**src/rtl/pipelined_nand_nor_tree.sv**
```systemverilog
// Purpose: WIDTH-bit AND/OR reduction tree built from alternating NAND/NOR cell levels.
// Latency: PIPE=1 -> ceil(log2(WIDTH)) cycles, PIPE=0 -> 1 cycle; one sample per cycle.
// Backpressure: en=0 freezes every stage and output; inputs that cycle are ignored.
// Optional feature macro NAND_NOR_TREE_HITCNT_EN adds a saturating 16-bit hit_cnt output.

// Two-input NAND leaf cell.
module nand2_cell (
  input  logic a,
  input  logic b,
  output logic y
);
  assign y = ~(a & b);
endmodule

// Two-input NOR leaf cell.
module nor2_cell (
  input  logic a,
  input  logic b,
  output logic y
);
  assign y = ~(a | b);
endmodule

// One tree node: picks NAND or NOR behaviour for the polarity of its level.
module nand_nor_cell (
  input  logic a,
  input  logic b,
  input  logic sel_nor,
  output logic y
);
  logic y_nand;
  logic y_nor;

  nand2_cell u_nand (.a(a), .b(b), .y(y_nand));
  nor2_cell  u_nor  (.a(a), .b(b), .y(y_nor));

  assign y = sel_nor ? y_nor : y_nand;
endmodule

module pipelined_nand_nor_tree #(
  parameter int WIDTH = 8,
  parameter int PIPE  = 1
) (
  input  logic             clk,
  input  logic             rst,
  input  logic             en,
  input  logic             in_valid,
  input  logic             mode,
  input  logic [WIDTH-1:0] a,
  output logic             out_valid,
  output logic             f
`ifdef NAND_NOR_TREE_HITCNT_EN
  ,
  output logic [15:0]      hit_cnt
`endif
);

  // Number of tree levels; each level halves the vector (rounded up).
  localparam int L = $clog2(WIDTH);
  // Data leaving an odd number of inverting levels is complemented.
  localparam bit FINAL_INV = (L % 2) == 1;

  // Width of the vector entering level k.
  function automatic int lvl_width(input int k);
    return (WIDTH + (1 << k) - 1) >> k;
  endfunction

  if (WIDTH < 2 || WIDTH > 64) begin : g_bad_width
    $error("pipelined_nand_nor_tree: WIDTH must be in 2..64");
  end
  if (PIPE != 0 && PIPE != 1) begin : g_bad_pipe
    $error("pipelined_nand_nor_tree: PIPE must be 0 or 1");
  end

  for (genvar k = 0; k < L; k++) begin : g_lvl
    localparam int NI = lvl_width(k);
    localparam int NO = lvl_width(k + 1);
    // Inputs of odd levels arrive complemented by the level before.
    localparam bit INV_IN = (k % 2) == 1;

    logic [NI-1:0] din;
    logic          lmode;
    logic          lvalid;
    logic [NO-1:0] dout;
    logic          use_nor;
    logic          pad;

    if (k == 0) begin : g_src
      assign din    = a;
      assign lmode  = mode;
      assign lvalid = in_valid;
    end else if (PIPE != 0) begin : g_src
      // Stage register between level k-1 and level k; mode/valid travel with data.
      always_ff @(posedge clk) begin
        if (rst) begin
          din    <= '0;
          lmode  <= 1'b0;
          lvalid <= 1'b0;
        end else if (en) begin
          din    <= g_lvl[k-1].dout;
          lmode  <= g_lvl[k-1].lmode;
          lvalid <= g_lvl[k-1].lvalid;
        end
      end
    end else begin : g_src
      assign din    = g_lvl[k-1].dout;
      assign lmode  = g_lvl[k-1].lmode;
      assign lvalid = g_lvl[k-1].lvalid;
    end

    // AND mode starts with NAND, OR mode with NOR; the choice flips every level.
    assign use_nor = lmode ^ INV_IN;
    // Identity for a lone bit: true-polarity 1 (AND) / 0 (OR), complemented on odd levels.
    assign pad     = INV_IN ? lmode : ~lmode;

    for (genvar j = 0; j < NO; j++) begin : g_node
      if (2 * j + 1 < NI) begin : g_pair
        nand_nor_cell u_cell (
          .a      (din[2*j]),
          .b      (din[2*j+1]),
          .sel_nor(use_nor),
          .y      (dout[j])
        );
      end else begin : g_pad
        nand_nor_cell u_cell (
          .a      (din[2*j]),
          .b      (pad),
          .sel_nor(use_nor),
          .y      (dout[j])
        );
      end
    end
  end

  logic tree_v;
  logic tree_f;

  assign tree_v = g_lvl[L-1].lvalid;
  assign tree_f = g_lvl[L-1].dout[0] ^ FINAL_INV;

  // Output register: f only updates for valid samples so bubbles leave it unchanged.
  always_ff @(posedge clk) begin
    if (rst) begin
      out_valid <= 1'b0;
      f         <= 1'b0;
    end else if (en) begin
      out_valid <= tree_v;
      if (tree_v) begin
        f <= tree_f;
      end
    end
  end

`ifdef NAND_NOR_TREE_HITCNT_EN
  // Saturating count of valid true results, updated alongside f.
  always_ff @(posedge clk) begin
    if (rst) begin
      hit_cnt <= '0;
    end else if (en && tree_v && tree_f && (hit_cnt != 16'hFFFF)) begin
      hit_cnt <= hit_cnt + 16'd1;
    end
  end
`endif

endmodule

```
**config.mk**
```make
export PLATFORM = sky130hd
export DESIGN_NAME = pipelined_nand_nor_tree
export DESIGN_NICKNAME = d
export VERILOG_FILES = /design/src/rtl/pipelined_nand_nor_tree.sv
export SDC_FILE = /design/constraint.sdc
export NUM_CORES = 1
export LEC_CHECK = 0
export ABC_AREA = 1
export CAP_MARGIN = 30
export CORE_AREA = 4 4 41 43
export CTS_CLUSTER_SIZE = 8
export DETAILED_ROUTE_END_ITERATION = 12
export DIE_AREA = 0 0 45 47
export HOLD_SLACK_MARGIN = 0.02
export PLACE_DENSITY = 0.76
export SYNTH_ARGS = -nofsm -noshare
export SYNTH_HDL_FRONTEND = slang
export SYNTH_SLANG_ARGS = --single-unit
```
**constraint.sdc**
```tcl
create_clock -name clk -period 2.2 [get_ports clk]
set_input_delay 0.22 -clock clk [delete_from_list [all_inputs] [get_ports clk]]
set_output_delay 0.22 -clock clk [all_outputs]
set_load 0.03 [all_outputs]
```
---- Yosys cells after proc, flatten, opt, wreduce, memory -nomap -nowiden ----
Index checks and enable logic that the tools add are counted.
cells by class
  bitwise logic cells ..................... 29
  mux-type cells .......................... 7
  reductions and logical operators ........ 1
operators with widths
  cell              count
  $not 1->1         15
  $and 1x1->1       7
  $mux 1            7
  $or 1x1->1        7
  $reduce_and 2->1  1
storage, ports and cells
  word-level logic and storage cells ...... 45
  bits of input ports ..................... 13
  bits in registers ....................... 12
  output and inout port bits .............. 2

---- Longest topological paths before layout ----
Gate-level depths: netlist of run 1.
  depth after elaboration ................. 4
  gate-level depth with buffers ........... 6
  mapped depth without buffers ............ 5

---- Modules after synthesis ----
From an unflattened synthesis of run 1, not the netlist that was laid out.
second synthesis, totals
  cell total of the unflattened synthesis .. 97
  area total of the unflattened synthesis .. 591.8 um^2
by module, submodules not included
  module                   cells an instance  area an instance (um^2)  times used  seq. area each (um^2)
  pipelined_nand_nor_tree  55                 434.2                    1           240.2
  nand_nor_cell            4                  15.0                     7           0.0
  nand2_cell               1                  3.8                      7           0.0
  nor2_cell                1                  3.8                      7           0.0

---- Least setup slack after synthesis of run 1 ----
Ideal clock, no wire load.
  path type ............................... reg-to-reg
  start point ............................. register, netlist name f
  end point ............................... register f
  slack ................................... 1394 ps
  setup time .............................. 70 ps
  stages on the path, launching flop included .. 5
  buffers on the path ..................... 0
  arrival time ............................ 736 ps
  period minus slack after synthesis ...... 806 ps
  data required time ...................... 2130 ps
  cell sequence ........................... dfxtp_1 -> inv_1 -> nand2_1 -> nand2_1 -> a21oi_1
RTL lines
  element               RTL line  text
  end signal, assigned  149       f <= tree_f;
  end, declared         51        output logic f

---- Final worst setup path of run 1 ----
  start point ............................. register out_valid
  end point ............................... output out_valid
RTL lines
  element                 RTL line  text
  start, declared         50        output logic out_valid,
  start signal, assigned  147       out_valid <= tree_v;
No word-level cell between the ends.

==> summary.txt, run 1 <==
Outcome
  • Outcome: completed

Final layout
  • Multi-input gate area: 253 um2
  • # fillers: 138
  • Layout overhead on the synthesized area: 31.8%
  • Register Area: 240 um2
  • Nets: 114
  • Ant diodes: 0
  • Fraction of layout cells with a size suffix above 1: 10.0%
  • Final core utilization: 57.4%

Floorplan
  • Die Y: 47 um
  • Die area: 2120 um2
  • Starting Density: 43.6%
  • I/O pin cnt: 15
  • Die X: 45 um
  • # rows: 13
  • Core area: 1300 um2

Setup path
  • Worst Path Buf+Inv: 1
  • Slowest stage delay, CP: 660 ps
  • Crit path DAT: 1270 ps
  • CP endpoint kind: output port
  • Crit Path Category: flop to output port
  • Crit Path Max Fanout: 2
  • Delay-heaviest family, CP: buffers and inverters
  • Cells along the critical path: clkdlybuf4s50_1
  • Startpoint Class: flop
  • Slowest CP cell: clkdlybuf4s50_1
  • CP required: 1980 ps

STA
  • Hold slack: 471 ps
  • RSZ-0062 raised after global routing: false
  • Tcrit/Tclk final: 67.7%
  • Final setup margin: 710 ps
  • Clk_skew: 5.31 ps
  • Fin crit period: 1490 ps
  • Fin. Hold Viols: 0
  • Max Slew Vio Count: 0
  • Slew HR: 75.5%
  • Worst-margin pin slew: 366 ps
  • Setup TNS: 0 ps
  • Fmax: 671 MHz
  • Final number of setup-violating endpoints: 0

Flow run
  • MaxCap Viol Count: 0

Detailed routing
  • Post-route ant nets: 0
  • Initial DRC count: 14
  • Drt first pass iters: 4
  • DRC Markers: 0
  • DR vias: 546
  • Total Wirelength: 1.08 mm
  • Vias per inst: 4.75
  • WL/cell: 9.35 um

Logic synthesis
  • Post-synthesis xor/xnor area fraction: 0%
  • Cell count after synthesis: 83
  • Post-synthesis compound-gate area fraction: 16.3%
  • Synth Area in Simple Gates: 28.3%
  • #FFs+latches synth: 12
  • Post-Synth Adder-Cell Area: 0%
  • Synth Area per Inst: 6.83 um2
  • Post-synthesis mux area share: 0%
  • Post-synthesis sequential area ratio: 42.4%
  • Cell area after synthesis: 567 um2
  • Warnings, synthesis: 0
  • Largest family of logic cells by synthesized area: simple AND/OR/NAND/NOR gates
  • Syn Nets: 96
  • Synth cell types: 13

Clock network
  • Post-CTS Resized: 0
  • Cts hold-fix bufs: 0
  • CTS Root Cell: clkbuf_4
  • Clock Path Buffers: 2
  • Clock Latency Late Sink: 270 ps
  • TritonCTS clock tree: yes
  • Postcts setup bufs: 0
  • Clk sinks: 12
  • H-tree lvl count: 1
  • Num CTS Buffers: 3
  • Reg clk slew, reported paths: 80 ps

Placed design
  • GP Congestion: 0.710
  • Count of input and output buffers: 14
  • Placement Setup Slack: 627 ps
  • Dpl hpwl: 845 um

Power
  • Lkg Pwr: 0.344 nW
  • Switching share of total power: 24.7%
  • Maximum VDD drop: 0.318 mV
  • Sw Pwr: 123 uW
  • Internal: 375 uW
  • PD cells: 667 nW/um2
  • Sequential share of power: 48.6%
  • Logic pwr share: 16.5%
  • Clock network power share: 34.9%

Min path
  • HP Class: flop to flop

Global route
  • Number of global-route vias before repair: 462
  • Gr usage total: 11.5%
  • Global-route wire length before repair: 1.66 mm
  • Total congestion overflow: 0
  • Antenna violations before repair: 0
  • Largest net degree at the start of global routing: 12
-- final cells by class --
cell class                      instances  area share (%)
Clock buffer                            4            4.86
Inverter                               13            6.87
Multi-Input combinational cell         56            33.8
Sequential cell                        12            32.2
Tap cell                               15            2.51
Timing Repair Buffer                   15            19.8
-- registers in the layout, indices dropped and copies added, names as in the netlist --
signal,flops
g_lvl.lvalid,2
f,1
g_lvl.din,6
g_lvl.lmode,2
out_valid,1
-- layer usage --
layer  up-vias  share of wire (%)  routed length, um  global-route usage, %
met1       235                 42                447                   9.24
met4         0                1.3                 14                   7.02
met3         4                9.6                103                   6.90
met2        17                 47                509                   21.2
met5         -                  0                  0                      0
li1        290                  -                  -                      -
-- cells in the final DEF, fill, tap and decap left out, types with 2 or more instances in the layout --
cell / n
nor2_1: 18
a21oi_1: 6
clkbuf_4: 3
clkdlybuf4s50_1: 14
o21ai_1: 10
inv_1: 12
dfxtp_1: 12
nand2_1: 14
nand3_1: 3
nand2_2: 2
-- per-stage QoR --
stage | cells | power, mW | cell area, um2
2_1_floorplan | 83 | 0.295 | 567
3_3_place_gp | 111 | 0.327 | 711
3_5_place_dp | 111 | 0.329 | 711
4_1_cts | 115 | 0.505 | 747
5_1_grt | 115 | 0.529 | 747
6_report | 115 | 0.498 | 747
-- path summary, 6_finish.rpt --
kind / end / slack, ps / from / depth (start not counted)
worst max-delay path: out_valid / 710 / out_valid / 1
worst min-delay path: out_valid / 470 / out_valid / 2
worst max register to register: g_lvl[2].din[0] / 1390 / g_lvl[1].lmode / 4
worst min register to register: out_valid / 470 / out_valid / 2
-- cell usage after synthesis --
cell type / instances / area [um2]
nor2_1: 18 / 67.6
buf_6: 2 / 22.5
a211oi_2: 1 / 12.5
or2_1: 1 / 6.26
inv_4: 1 / 6.26
nand2_2: 2 / 12.5
nand2_1: 14 / 52.6
a21oi_1: 6 / 30.0
nor2_2: 1 / 6.26
inv_1: 12 / 45.0
o21ai_1: 10 / 50.1
nand3_1: 3 / 15.0
dfxtp_1: 12 / 240
-- cells by family after synthesis --
group,Yosys count
flops,12
simple gates,39
buf+inv,15
compound gates,17
-- power groups by stage --
stage                     sequential (mW)  combinational [mW]  clock [mW]
after floorplan                     0.248              0.0468           0
after global placement              0.247              0.0802           0
after detailed placement            0.247              0.0822           0
after CTS                           0.242              0.0828       0.180
after global routing                0.244              0.0911       0.194
final                               0.242              0.0822       0.174
Note: power is estimated with default switching activity, not from simulation.
==> inputs of run 2 (changes only) <==
- clock period: 2.2 -> 1.4 ns (I/O delays scaled with it)
==> run 2 against run 1 <==
Net effect: die area stayed put; combinational power grew 63%; final cell count increased by 0.87%; highest routed layer unchanged; clock power is 59% higher; sequential cell count stayed put.
==> summary.txt, run 2 (synthesis results as in run 1) <==
STA
  • Final number of setup-violating endpoints: 0
  • Tcrit/Tclk final: 81.0%
  • Clk_skew: 1.01 ps
  • Fin. Hold Viols: 0
  • Setup TNS: 0 ps
  • Fin crit period: 1130 ps
  • Worst-margin pin slew: 297 ps
  • Max Slew Vio Count: 0
  • Slew HR: 80.3%
  • Fmax: 881 MHz
  • RSZ-0062 raised after global routing: false

Power
  • Overall power: 790 uW
  • Maximum VDD drop: 0.449 mV
  • PD cells: 1030 nW/um2
  • Lkg Pwr: 0.362 nW

Final layout
  • Multi-input gate area: 253 um2
  • Biggest regs: g_lvl.din x6, g_lvl.lmode x2, g_lvl.lvalid x2
  • Commonest non-fill, non-tap cell in the layout: nor2_1
  • Largest Register: g_lvl.din
  • Most frequent cells in the layout: nor2_1, nand2_1, inv_1, dfxtp_1, clkdlybuf4s50_1
  • Fin cells: 116
  • Nets: 115
  • Ant diodes: 0
  • # fillers: 146
  • Register Area: 240 um2
  • Max reg flops: 6
  • Layout overhead on the synthesized area: 34.9%
  • Fraction of layout cells with a size suffix above 1: 10.9%
  • Cell area after layout: 764 um2

Detailed routing
  • WL/cell: 9.26 um
  • DRC Markers: 0
  • Post-route ant nets: 0
  • Initial DRC count: 6
  • DR vias: 538
  • Vias per inst: 4.64
  • Drt first pass iters: 4
  • Total Wirelength: 1.07 mm

Min path
  • HP Class: primary input to flop
  • Worst hold endpoint: g_lvl[1].lvalid
  • Hold path start: in_valid
  • Worst Hold Depth: 3

Floorplan
  • # rows: 13
  • Die Y: 47 um
  • Core area: 1300 um2
  • Die X: 45 um
  • Starting Density: 43.6%
  • Die area: 2120 um2
  • I/O pin cnt: 15

Clock network
  • Clock Latency Late Sink: 270 ps
  • H-tree lvl count: 1
  • Cts hold-fix bufs: 0
  • Clock Path Buffers: 2
  • Num CTS Buffers: 3
  • TritonCTS clock tree: yes
  • Post-CTS Resized: 2
  • Postcts setup bufs: 0
  • Reg clk slew, reported paths: 80 ps
  • Clk sinks: 12
  • CTS Root Cell: clkbuf_4

Setup path
  • Crit Path Max Fanout: 2
  • Crit path DAT: 990 ps
  • Cells along the critical path: dlygate4sd2_1
  • Slowest CP cell: dlygate4sd2_1
  • Flop2flop setup slack: 590 ps
  • Reg2reg end: g_lvl[2].din[0]
  • Worst Path Buf+Inv: 1
  • Startpoint Class: flop
  • Cells on worst reg2reg path: 4
  • Delay-heaviest family, CP: buffers and inverters
  • Crit Path Category: flop to output port
  • R2r startpoint: g_lvl[1].lmode
  • CP required: 1260 ps
  • CP endpoint kind: output port
  • Slowest stage delay, CP: 390 ps

Outcome
  • Outcome: completed

Global route
  • Gr usage total: 11.2%
  • Total congestion overflow: 0
  • Met1 GRT Util: 12.6%
  • Grt peak-use layer: met2
  • Largest net degree at the start of global routing: 18
  • GRT met3 Usage: 3.45%
  • Global-route wire length before repair: 1.70 mm
  • Number of global-route vias before repair: 442
  • Grt met2 use: 19.2%
  • Antenna violations before repair: 0

Flow run
  • MaxCap Viol Count: 0

Placed design
  • DP Cell Count: 112
  • Count of input and output buffers: 14
  • DP Area: 731 um2
  • GP Congestion: 0.756
  • Dpl hpwl: 820 um
-- run 2: through the flow --
step | setup slack [ps] | utilization (%) | hold WS (ps)
4_1_cts | 247 | 58.8 | 451
6_report | 265 | 58.8 | 453
5_1_grt | 226 | 58.8 | 475
3_5_place_dp | 184 | 56.2 | 458
2_1_floorplan | 594 | - | 209
3_3_place_gp | 194 | 56.2 | 450
-- run 2: worst register-to-register path, cell delays in order (launching register included) --
cell and delay, ps:
dfxtp_1 420, nand2_2 90, o21ai_1 120, nor2_1 60
nor2_1 70
-- run 2: area by class of cell --
cell class	instances	share of cell area (%)
Multi-Input combinational cell	56	33.1
Inverter	13	6.71
Clock buffer	4	4.75
Sequential cell	12	31.4
Tap cell	15	2.45
Timing Repair Buffer	16	21.6
-- run 2: power breakdown --
| group | internal (mW) | total [mW] | switching, mW |
|---|---|---|---|
| Combinational | 0.0706 | 0.134 | 0.0631 |
| Sequential | 0.365 | 0.380 | 0.0154 |
| Clock | 0.158 | 0.276 | 0.118 |
-- run 2: per-layer routing --
layer  vias up  wire length (um)  part of all wire, %
met5         -                 0                    0
met4         0                20                  1.9
met3         2                74                  6.9
met2        13               508                   47
met1       228               470                   44
li1        295                 -                    -
-- run 2: worst max path at each step --
stage | from | end | slack, ps | cells after the start
5_1_grt | out_valid | out_valid | 230 | 1
6_report | out_valid | out_valid | 270 | 1
2_1_floorplan | f | f | 590 | 4
3_5_place_dp | en | g_lvl[2].din[0] | 180 | 7
4_1_cts | out_valid | out_valid | 250 | 1
3_3_place_gp | en | g_lvl[2].din[0] | 190 | 7
